$ cat src/rtl/urt_pkg.sv
// Shared constants and FSM state type for the urt 12-bit UART frame (transmit and receive sides).
package urt_pkg;

    localparam int unsigned FRAME_W   = 12;
    localparam int unsigned START_BIT = 11;
    localparam int unsigned DATA_MSB  = 10;
    localparam int unsigned DATA_LSB  = 3;
    localparam int unsigned PAR_BIT   = 2;
    localparam int unsigned STOP_MSB  = 1;

    typedef enum logic [2:0] {
        ST_IDLE,
        ST_START,
        ST_DATA,
        ST_PARITY,
        ST_STOP,
        ST_DONE
    } urt_state_e;

endpackage

$ cat src/rtl/urt_sync2.sv
// Two-flop synchronizer for a single asynchronous input, reset to 0.
module urt_sync2 (
    input  logic clk,
    input  logic rst_n,
    input  logic d,
    output logic q
);

    logic meta;

    always_ff @(posedge clk or negedge rst_n) begin
        if (!rst_n) begin
            meta <= 1'b0;
            q    <= 1'b0;
        end else begin
            meta <= d;
            q    <= meta;
        end
    end

endmodule

$ cat src/rtl/urt_rx.sv
// Receiver for the 12-bit urt frame: start, 8 data (MSB first), even parity, two stop bits.
module urt_rx
    import urt_pkg::*;
#(
    parameter int unsigned CLKS_PER_BIT = 16
) (
    input  logic               clk,
    input  logic               rst_n,
    input  logic               rx_in,
    output logic [FRAME_W-1:0] frame_o,
    output logic [7:0]         data_o,
    output logic               valid_o,
    output logic               parity_err_o,
    output logic               stop_err_o,
    output logic               busy_o
);

    localparam int unsigned CNT_W = $clog2(CLKS_PER_BIT);
    localparam int unsigned HALF  = CLKS_PER_BIT / 2;

    logic               rx_s;
    urt_state_e         state;
    logic [CNT_W-1:0]   baud_cnt;
    logic [3:0]         bit_cnt;
    logic [FRAME_W-1:0] shreg;

    urt_sync2 u_sync (
        .clk   (clk),
        .rst_n (rst_n),
        .d     (rx_in),
        .q     (rx_s)
    );

    // Every sample, start bit included, shifts into shreg so it holds the whole frame at DONE.
    always_ff @(posedge clk or negedge rst_n) begin
        if (!rst_n) begin
            state        <= ST_IDLE;
            baud_cnt     <= '0;
            bit_cnt      <= '0;
            shreg        <= '0;
            frame_o      <= '0;
            data_o       <= '0;
            valid_o      <= 1'b0;
            parity_err_o <= 1'b0;
            stop_err_o   <= 1'b0;
            busy_o       <= 1'b0;
        end else begin
            valid_o <= 1'b0;
            case (state)
                ST_IDLE: begin
                    if (rx_s) begin
                        state    <= ST_START;
                        baud_cnt <= '0;
                        busy_o   <= 1'b1;
                    end
                end
                ST_START: begin
                    if (baud_cnt == CNT_W'(HALF - 1)) begin
                        baud_cnt <= '0;
                        if (rx_s) begin
                            state   <= ST_DATA;
                            bit_cnt <= '0;
                            shreg   <= {shreg[FRAME_W-2:0], rx_s};
                        end else begin
                            state  <= ST_IDLE;
                            busy_o <= 1'b0;
                        end
                    end else begin
                        baud_cnt <= baud_cnt + 1'b1;
                    end
                end
                ST_DATA, ST_PARITY, ST_STOP: begin
                    if (baud_cnt == CNT_W'(CLKS_PER_BIT - 1)) begin
                        baud_cnt <= '0;
                        shreg    <= {shreg[FRAME_W-2:0], rx_s};
                        if (state == ST_STOP && bit_cnt == 4'd10) begin
                            state <= ST_DONE;
                        end else begin
                            bit_cnt <= bit_cnt + 4'd1;
                            if (state == ST_DATA && bit_cnt == 4'd7) begin
                                state <= ST_PARITY;
                            end else if (state == ST_PARITY) begin
                                state <= ST_STOP;
                            end
                        end
                    end else begin
                        baud_cnt <= baud_cnt + 1'b1;
                    end
                end
                ST_DONE: begin
                    frame_o      <= shreg;
                    data_o       <= shreg[DATA_MSB:DATA_LSB];
                    parity_err_o <= shreg[PAR_BIT] != (^shreg[DATA_MSB:DATA_LSB]);
                    stop_err_o   <= |shreg[STOP_MSB:0];
                    valid_o      <= 1'b1;
                    state        <= ST_IDLE;
                    busy_o       <= 1'b0;
                end
                default: begin
                    state  <= ST_IDLE;
                    busy_o <= 1'b0;
                end
            endcase
        end
    end

endmodule

$ cat config.mk
export PLATFORM = sky130hd
export DESIGN_NAME = urt_rx
export DESIGN_NICKNAME = d
export VERILOG_FILES = /design/src/rtl/urt_pkg.sv /design/src/rtl/urt_sync2.sv /design/src/rtl/urt_rx.sv
export SDC_FILE = /design/constraint.sdc
export NUM_CORES = 1
export LEC_CHECK = 0
export ABC_AREA = 1
export BUFFER_PORTS_ARGS = -buffer_cell sky130_fd_sc_hd__buf_2
export CAP_MARGIN = 20
export CORE_UTILIZATION = 45
export CTS_BUF_LIST = sky130_fd_sc_hd__clkbuf_8 sky130_fd_sc_hd__clkbuf_16
export DETAILED_ROUTE_END_ITERATION = 8
export SKIP_LAST_GASP = 1
export SYNTH_ARGS = -nofsm -noshare
export SYNTH_HDL_FRONTEND = slang
export SYNTH_SLANG_ARGS = --single-unit
$ cat constraint.sdc
create_clock -name clk -period 2 [get_ports clk]
set_clock_uncertainty 0.15 [all_clocks]
set_input_delay 0.1 -clock clk [delete_from_list [all_inputs] [get_ports clk]]
set_output_delay 0.1 -clock clk [all_outputs]
set_load 0.02 [all_outputs]
After elaboration in Yosys (flattened, before gate mapping)
Index checks and enable logic that the tools add are counted.
{"block": "totals", "out_inout_bits": 24, "regBits": 49}
{"block": "classes", "reduce_logical": 13, "n_eq_ne": 17, "mux": 25, "bitwise": 1, "n_addsub": 2}
{"op": "$mux W12", "count": 3}
{"op": "$mux W4", "count": 6}
{"op": "$pmux W12 S2", "count": 1}
{"op": "$mux W3", "count": 6}
{"op": "$pmux W4 S3", "count": 1}
{"op": "$reduce_and A4 Y1", "count": 3}
{"op": "$pmux W3 S3", "count": 1}
{"op": "$add A4 B1 Y4 const B", "count": 2}
{"op": "$eq A4 B3 Y1 const B", "count": 2}
{"op": "$eq A4 B4 Y1 const B", "count": 2}
{"op": "$ne A2 B2 Y1 const B", "count": 4}
{"op": "$pmux W4 S2", "count": 1}
{"op": "$reduce_xor A8 Y1", "count": 1}
{"op": "$eq A3 B2 Y1 const B", "count": 2}
{"op": "$eq A3 B3 Y1 const B", "count": 2}
{"op": "$reduce_and A5 Y1", "count": 1}
{"op": "$mux W1", "count": 4}
{"op": "$ne A2 B1 Y1 const B", "count": 2}
{"op": "$ne A4 B4 Y1 const B", "count": 1}
{"op": "$eq A3 B1 Y1 const B", "count": 1}
{"op": "$logic_not A3 Y1", "count": 1}
{"op": "$pmux W1 S3", "count": 1}
{"op": "$reduce_bool A3 Y1", "count": 1}
{"op": "$reduce_or A3 Y1", "count": 1}
{"op": "7 further kinds", "count": 8}

Longest topological paths before layout
Gate-level depths: netlist (run 1).
{"block": "logic_depth", "word_depth": 6, "depth_mapped": 10, "mapped_depth_nobuf": 10}

Hierarchy
From an unflattened synthesis (run 1), not the netlist that was laid out.
{"block": "unflattened", "hier_cells": 242, "hier_area_um2": 1969.4}
{"mod": "urt_rx", "cells_each": 240, "n_inst": 1, "area_per_inst_um2": 1919.3}
{"mod": "urt_sync2", "cells_each": 2, "n_inst": 1, "area_per_inst_um2": 50.0}

Worst setup path before layout (run 1)
Ideal clock, no wire load.
{"block": "synth_path", "kind": "register to register", "startpoint": "register baud_cnt[0]", "endpoint": "register shreg[1]", "t_arrival_ps": 1307, "period_less_slack_ps": 1580, "setup_slack_ps": 420, "stages_incl_launch_ff": 9, "path_cell_list": "dfrtp_1 -> ha_1 -> nand2_1 -> or2_1 -> nand2_2 -> nand2_4 -> nor2_8 -> buf_6 -> a21oi_2"}
{"block": "synth_via", "elab_chain_cells": 3, "word_cells_on_any_way": 5, "cone_classes": "4 x eq/ne; 1 x reduce/logical"}
{"item": "start, declared", "line": "urt_rx.sv:23", "rtl": "logic [CNT_W-1:0] baud_cnt;"}
{"item": "start signal, assigned", "line": "urt_rx.sv:69", "rtl": "baud_cnt <= baud_cnt + 1'b1;"}
{"item": "start signal, assigned", "line": "urt_rx.sv:87", "rtl": "baud_cnt <= baud_cnt + 1'b1;"}
{"item": "$eq A4 B4 Y1 or $eq A4 B3 Y1 (tied branches)", "line": "urt_rx.sv:73, urt_rx.sv:58"}
{"item": "$ne A2 B2 Y1 (no source line)"}
{"item": "$reduce_and A4 Y1 (no source line) *"}
{"item": "end signal, assigned", "line": "urt_rx.sv:63", "rtl": "shreg <= {shreg[FRAME_W-2:0], rx_s};"}
{"item": "end signal, assigned", "line": "urt_rx.sv:75", "rtl": "shreg <= {shreg[FRAME_W-2:0], rx_s};"}
{"item": "end, declared", "line": "urt_rx.sv:25", "rtl": "logic [FRAME_W-1:0] shreg;"}
Mark *: on every way between the ends. The rest lies on a longest branch, timed or not.
A chain may end at the register's enable or synchronous reset.

Worst setup path after layout (run 1)
{"block": "layout_path", "startpoint": "register baud_cnt[0]", "endpoint": "register shreg[10]"}
The elaborated chain is that of the path after synthesis.

==> results of run 1 <==
-- stage by stage --
stage,std cells,util [%],cell area [um2],setup slack (ns)
2_1_floorplan,238,-,2040,0.420
3_3_place_gp,307,49.5,2150,0.197
3_5_place_dp,307,49.5,2150,0.164
4_1_cts,317,52.6,2290,0.133
5_1_grt,317,52.6,2290,0.00843
6_report,317,52.6,2290,0.152
-- flip-flops by register name (all words and copies together), names as in the netlist --
signal,flops
parity_err_o,1
busy_o,1
u_sync.q,1
valid_o,1
state,3
baud_cnt,4
stop_err_o,1
shreg,12
u_sync.meta,1
bit_cnt,4
frame_o,12
-- logic make-up (layout without fill, tap and decap cells) --
logic type                 after synthesis  after routing  share of synthesized area [%]
AOI/OAI and AO/OA                       38             38                           11.3
and+or+nand+nor                        116            116                           25.9
DFF                                     41             41                           50.4
xor gates and xnor gates                 2              2                          0.861
adders and majority gates                3              3                           1.84
buffers and inverters                   38             65                           9.65
-- synthesized netlist by cell type --
library cell / number
ha_1: 3
nor2_2: 2
buf_6: 3
nand2_4: 4
nor2_8: 1
or2_2: 1
nor2_1: 10
o21ai_2: 9
inv_2: 2
a21oi_2: 1
nand2_2: 1
nor2_4: 1
inv_1: 24
o211ai_1: 1
xor2_1: 2
nor3_2: 1
nand4_1: 2
buf_2: 1
buf_4: 8
o21ai_1: 10
or2_1: 1
dfrtp_1: 41
nand2_1: 80
nand3_1: 12
o21ai_0: 17
-- what timing repair did --
item | in CTS | in global routing
hold buffers | 2 | 0
setup buffers | 0 | 0
endpoints found under the hold margin | 42 | 0
-- final cells by class --
class	instances	area [um2]
fillers	409	2060
flip-flops and latches	41	1030
multi-input cells	159	813
repair buffers	31	173
inverters	26	97.6
clock buffers	6	82.6
well taps	52	65.1
clock inverters	2	33.8
-- power by group --
group          internal (mW)  switching, mW  leakage [nW]
combinational          0.612           1.20         0.614
clock                  0.402          0.282        0.0626
sequential              1.13          0.223         0.536
total                   2.15           1.71          1.21
-- layer usage --
metal	up-vias	GRT usage (%)
met4	0	8.16
met3	4	3.63
li1	799	-
met5	-	0
met1	665	23.8
met2	28	24.9
-- worst reg2reg max path: cells and delay by family (launching register included) --
family                     cells  cell delay (ns)
and+or+nand+nor                6             0.77
DFF                            1             0.38
buffers and inverters          1             0.25
adders and majority gates      1             0.18
AOI/OAI and AO/OA              1             0.06
-- worst max-delay path by stage --
stage	startpoint	endpoint	slack, ns	cells past startpoint
3_5_place_dp	baud_cnt[0]$_DFFE_PN0P_	shreg[10]$_DFFE_PN0P_	0.16	9
2_1_floorplan	baud_cnt[0]$_DFFE_PN0P_	shreg[1]$_DFFE_PN0P_	0.42	8
4_1_cts	baud_cnt[0]$_DFFE_PN0P_	shreg[10]$_DFFE_PN0P_	0.13	9
3_3_place_gp	baud_cnt[0]$_DFFE_PN0P_	shreg[11]$_DFFE_PN0P_	0.20	9
5_1_grt	state[0]$_DFFE_PN0P_	shreg[9]$_DFFE_PN0P_	0.008	8
6_report	baud_cnt[0]$_DFFE_PN0P_	shreg[10]$_DFFE_PN0P_	0.15	9
==> results.json, run 1 <==
{
  "drive_gt1_share_pct": 22.3,
  "final_common_cell": "nand2_1",
  "clock-sinks": 41,
  "regToRegSetupSlack_ns": 0.15,
  "hold_start": "u_sync.meta$_DFF_PN0_",
  "slew_headroom_pct": 65.5,
  "post_drt_wl_per_cell_um": 10.9,
  "critPathMaxFanout": 15,
  "grt_max_degree": 42,
  "max_cap_viol_count": 0,
  "dr.max_layer_used": "met4",
  "holdPathStages": 0,
  "path_buf_inv": 1,
  "yosysSeqAreaShare_pct": 50.4,
  "r2r-end": "shreg[10]$_DFFE_PN0P_",
  "syn_nets": 244,
  "startpoint_type": "flip-flop",
  "drc": 0,
  "path_cells": "ha_1 > nand2_1 > or2_1 > nand2_2 > nand2_4 > nor2_8 > buf_4 > nand2_1 > o21ai_2",
  "synth_seq_cells": 41,
  "setup_violations": 0,
  "avgSynthCellArea_um2": 8.55,
  "final_hold_viol_count": 0,
  "crit_path_end_kind": "flip-flop",
  "die_y_um": 69.3,
  "route.met2.wl_mm": 1.55,
  "first_global_vias": 1400,
  "crit_path_top_delay_cell": "dfrtp_1",
  "rr_startpoint": "baud_cnt[0]$_DFFE_PN0P_",
  "synthCells": 238,
  "hpwl_mm": 2.36,
  "hold_class": "flip-flop to flip-flop",
  "status": "completed",
  "synth_cell_types": 25,
  "first_pass_iters": 4,
  "die_width_um": 69.3,
  "cellPowerDensity_nw_per_um2": 1680,
  "cts_tree": "built",
  "htree_levels": 2,
  "ios": 27,
  "final.min_clock_period_ns": 1.85,
  "numPortBuffers": 26,
  "start_util_pct": 46.8,
  "ys_warn_count": 0,
  "area_delta_synth_final_pct": 12.5,
  "track_usage_pct": 16.9,
  "crit_path_frequent_cell": "nand2_1",
  "r2r_cells": 9,
  "ant_nets": 0,
  "dieArea_um2": 4800,
  "synth_top_cell_area_share_pct": 50.4,
  "rows": 24,
  "synth_top_cell_by_area": "dfrtp_1",
  "nets": 270,
  "power.total_mw": 3.85,
  "rsz0062_at_grt": "no",
  "final_cell_mix": "nand2_1, dfrtp_1, buf_2, inv_1, o21ai_0",
  "core_um2": 4350,
  "synth_area_um2": 2040,
  "path_delay_family": "simple AND/OR/NAND/NOR gates",
  "antenna_found_initial": 0,
  "grt_first_pass_wirelength_mm": 6.44,
  "cp.arrival_ns": 1.92,
  "cp_slowest_stage_delay_ns": 0.38,
  "fmax_ghz": 0.541,
  "clock_tree.buffer_depth": 2,
  "routabilityCongestion": 0.811,
  "synth_area_leaders": "dfrtp_1, nand2_1, inv_1, o21ai_0, o21ai_2",
  "tns_ns": 0,
  "overflow": 0,
  "cts_resized": 0,
  "worst_slew_pin_slew_ns": 0.518,
  "clk_pin_slew_ns": 0.08,
  "cp.required_ns": 2.07,
  "leakagePower_nw": 1.21,
  "via_per_inst": 4.72,
  "cts-root-buf": "clkbuf_8",
  "min_to": "u_sync.q$_DFF_PN0_",
  "wl_met1_mm": 1.77,
  "drtIter0Drc": 118,
  "vias": 1496,
  "ir_worst_vdd_v": 0.000754,
  "met3WireLength_um": 105,
  "cts_buffers": 5,
  "insertedDiodeCount": 0,
  "fin_crit_sh_pct": 92.4,
  "maxSlewViolCount": 0,
  "routed_wl_mm": 3.47,
  "worstSetupPathType": "flip-flop to flip-flop",
  "clk_latency_ns": 0.29,
  "timing.hold.ws_ns": 0.201
}
No activity file was read; power rests on OpenSTA's default activity.
==> run 2, diff against run 1 <==
--- a/config.mk
+++ b/config.mk
@@ -8,9 +8,10 @@
 export ABC_AREA = 1
 export BUFFER_PORTS_ARGS = -buffer_cell sky130_fd_sc_hd__buf_2
 export CAP_MARGIN = 20
-export CORE_UTILIZATION = 45
+export CORE_UTILIZATION = 35
 export CTS_BUF_LIST = sky130_fd_sc_hd__clkbuf_8 sky130_fd_sc_hd__clkbuf_16
 export DETAILED_ROUTE_END_ITERATION = 8
+export REMOVE_ABC_BUFFERS = 1
 export SKIP_LAST_GASP = 1
 export SYNTH_ARGS = -nofsm -noshare
 export SYNTH_HDL_FRONTEND = slang
==> run 2 against run 1 <==
Net effect:
- die area grew 28%
- routed wire length rose by 4.8%
- critical path depth stayed put
- core utilization down 10 points
- via count decreased by 1.0%
- clock-buffer cell count shrank 1
- sequential power about the same
- design area rose by 2.6%
- setup slack improved by 0.14 ns
- critical endpoint is now shreg[3]$_DFFE_PN0P_
- non-clock buffer count is the same
==> results.json, run 2 (synthesized netlist as in run 1, its figures left out) <==
{
  "status": "completed",
  "max_cap_viol_count": 0,
  "hold_buffers": 2,
  "ir_worst_vdd_v": 0.000778,
  "post_drt_wl_per_cell_um": 10.8,
  "setup_violations": 0,
  "dieArea_um2": 6130,
  "min_to": "u_sync.q$_DFF_PN0_",
  "drive_gt1_share_pct": 22.6,
  "r2r_cells": 9,
  "crit_path_frequent_cell": "nand2_1",
  "rsz0062_at_grt": "no",
  "overflow": 0,
  "grtUsageMet2_pct": 21.1,
  "cp.required_ns": 2.08,
  "routed_wl_mm": 3.64,
  "rr_startpoint": "baud_cnt[1]$_DFFE_PN0P_",
  "antenna_found_initial": 0,
  "fmax_ghz": 0.587,
  "reg.largest.list": "frame_o x12, shreg x12",
  "clk_pin_slew_ns": 0.08,
  "clk_latency_ns": 0.30,
  "worst_slew_pin_slew_ns": 0.516,
  "slew_headroom_pct": 65.6,
  "post_cts_buffers": 0,
  "grt_first_pass_wirelength_mm": 6.35,
  "final_util_pct": 42.4,
  "track_usage_pct": 13.1,
  "via_per_inst": 4.39,
  "drtIter0Drc": 75,
  "numPortBuffers": 26,
  "crit_path_top_delay_cell": "dfrtp_1",
  "routabilityCongestion": 0.807,
  "final_cell_mix": "nand2_1, dfrtp_1, buf_2, inv_1, o21ai_0",
  "insertedDiodeCount": 0,
  "tns_ns": 0,
  "cp.arrival_ns": 1.78,
  "cp_slowest_stage_delay_ns": 0.39,
  "hold_start": "u_sync.meta$_DFF_PN0_",
  "core_um2": 5540,
  "final_hold_viol_count": 0,
  "path_delay_family": "simple AND/OR/NAND/NOR gates",
  "placed_cells": 327,
  "final_common_cell": "nand2_1",
  "clock-sinks": 41,
  "startpoint_type": "flip-flop",
  "cts_resized": 0,
  "worstSetupPathType": "flip-flop to flip-flop",
  "timing.hold.ws_ns": 0.205,
  "critPathMaxFanout": 19,
  "fillCellCount": 568,
  "maxSlewViolCount": 0,
  "die_width_um": 78.3,
  "drc": 0,
  "htree_levels": 2,
  "finalNonFillerCells": 337,
  "holdPathStages": 0,
  "ant_nets": 0,
  "grtUsageMet3_pct": 2.44,
  "cts_buffers": 5,
  "grt_max_degree": 42,
  "first_global_vias": 1419,
  "cellPowerDensity_nw_per_um2": 1720,
  "hold_class": "flip-flop to flip-flop",
  "first_pass_iters": 4,
  "leakagePower_nw": 1.22,
  "final.min_clock_period_ns": 1.70,
  "clock_tree.buffer_depth": 2,
  "start_util_pct": 36.7,
  "path_cells": "ha_1 > nand2_1 > or2_1 > nand2_2 > nand2_4 > nor2_8 > buf_12 > nand2_1 > o21ai_2",
  "cts_tree": "built",
  "die_y_um": 78.3,
  "area_delta_synth_final_pct": 15.4,
  "fin_crit_sh_pct": 85.2,
  "hpwl_mm": 2.57,
  "rows": 27,
  "cts-root-buf": "clkbuf_8",
  "vias": 1481,
  "met1_usage_pct": 17.3,
  "r2r-end": "shreg[3]$_DFFE_PN0P_",
  "power.total_mw": 4.04,
  "grt.busiest_layer": "met2",
  "nets": 270,
  "regToRegSetupSlack_ns": 0.30,
  "crit_path_end_kind": "flip-flop",
  "ios": 27,
  "path_buf_inv": 1
}
## run 2: cell count changes in the layout (fill, tap and decap cells not counted)
cell       before  now
buf_12          0    1
buf_4           3    2
bufinv_16       1    2
clkbuf_8        6    5
inv_1          25   24
inv_6           0    1
## run 2: how the worst max path moves through the flow
stage | startpoint | endpoint | slack, ns | depth (start not counted)
floorplan | baud_cnt[0]$_DFFE_PN0P_ | bit_cnt[2]$_DFFE_PN0P_ | 0.27 | 9
global placement | baud_cnt[0]$_DFFE_PN0P_ | shreg[3]$_DFFE_PN0P_ | 0.32 | 9
detailed placement | baud_cnt[0]$_DFFE_PN0P_ | shreg[3]$_DFFE_PN0P_ | 0.31 | 9
CTS | baud_cnt[0]$_DFFE_PN0P_ | shreg[3]$_DFFE_PN0P_ | 0.29 | 9
global route | baud_cnt[0]$_DFFE_PN0P_ | shreg[3]$_DFFE_PN0P_ | 0.13 | 9
finish | baud_cnt[1]$_DFFE_PN0P_ | shreg[3]$_DFFE_PN0P_ | 0.30 | 9
## run 2: routing by layer
metal	wire length [um]	vias up
met4	63	0
met2	1620	27
met5	0	-
li1	-	790
met1	1820	658
met3	125	6
## run 2: layout make-up
class / instances / area (um2) / area share (%)
Timing Repair Buffer: 31 / 185 / 7.88
Clock inverter: 3 / 68.8 / 2.93
Tap cell: 72 / 90.1 / 3.83
Sequential cell: 41 / 1030 / 43.7
Inverter: 26 / 97.6 / 4.15
Multi-Input combinational cell: 159 / 813 / 34.6
Clock buffer: 5 / 68.8 / 2.93
## run 2: where the power goes
part	total, mW	switching, mW	leakage (nW)	internal (mW)
Sequential	1.36	0.231	0.536	1.13
Combinational	1.86	1.21	0.617	0.649
Clock	0.812	0.310	0.0687	0.503
## run 2: per-stage QoR
step	setup WS, ns	cell area [um2]
CTS	0.285	2350
finish	0.296	2350
detailed placement	0.306	2190
global route	0.132	2350
floorplan	0.269	1940
global placement	0.316	2190
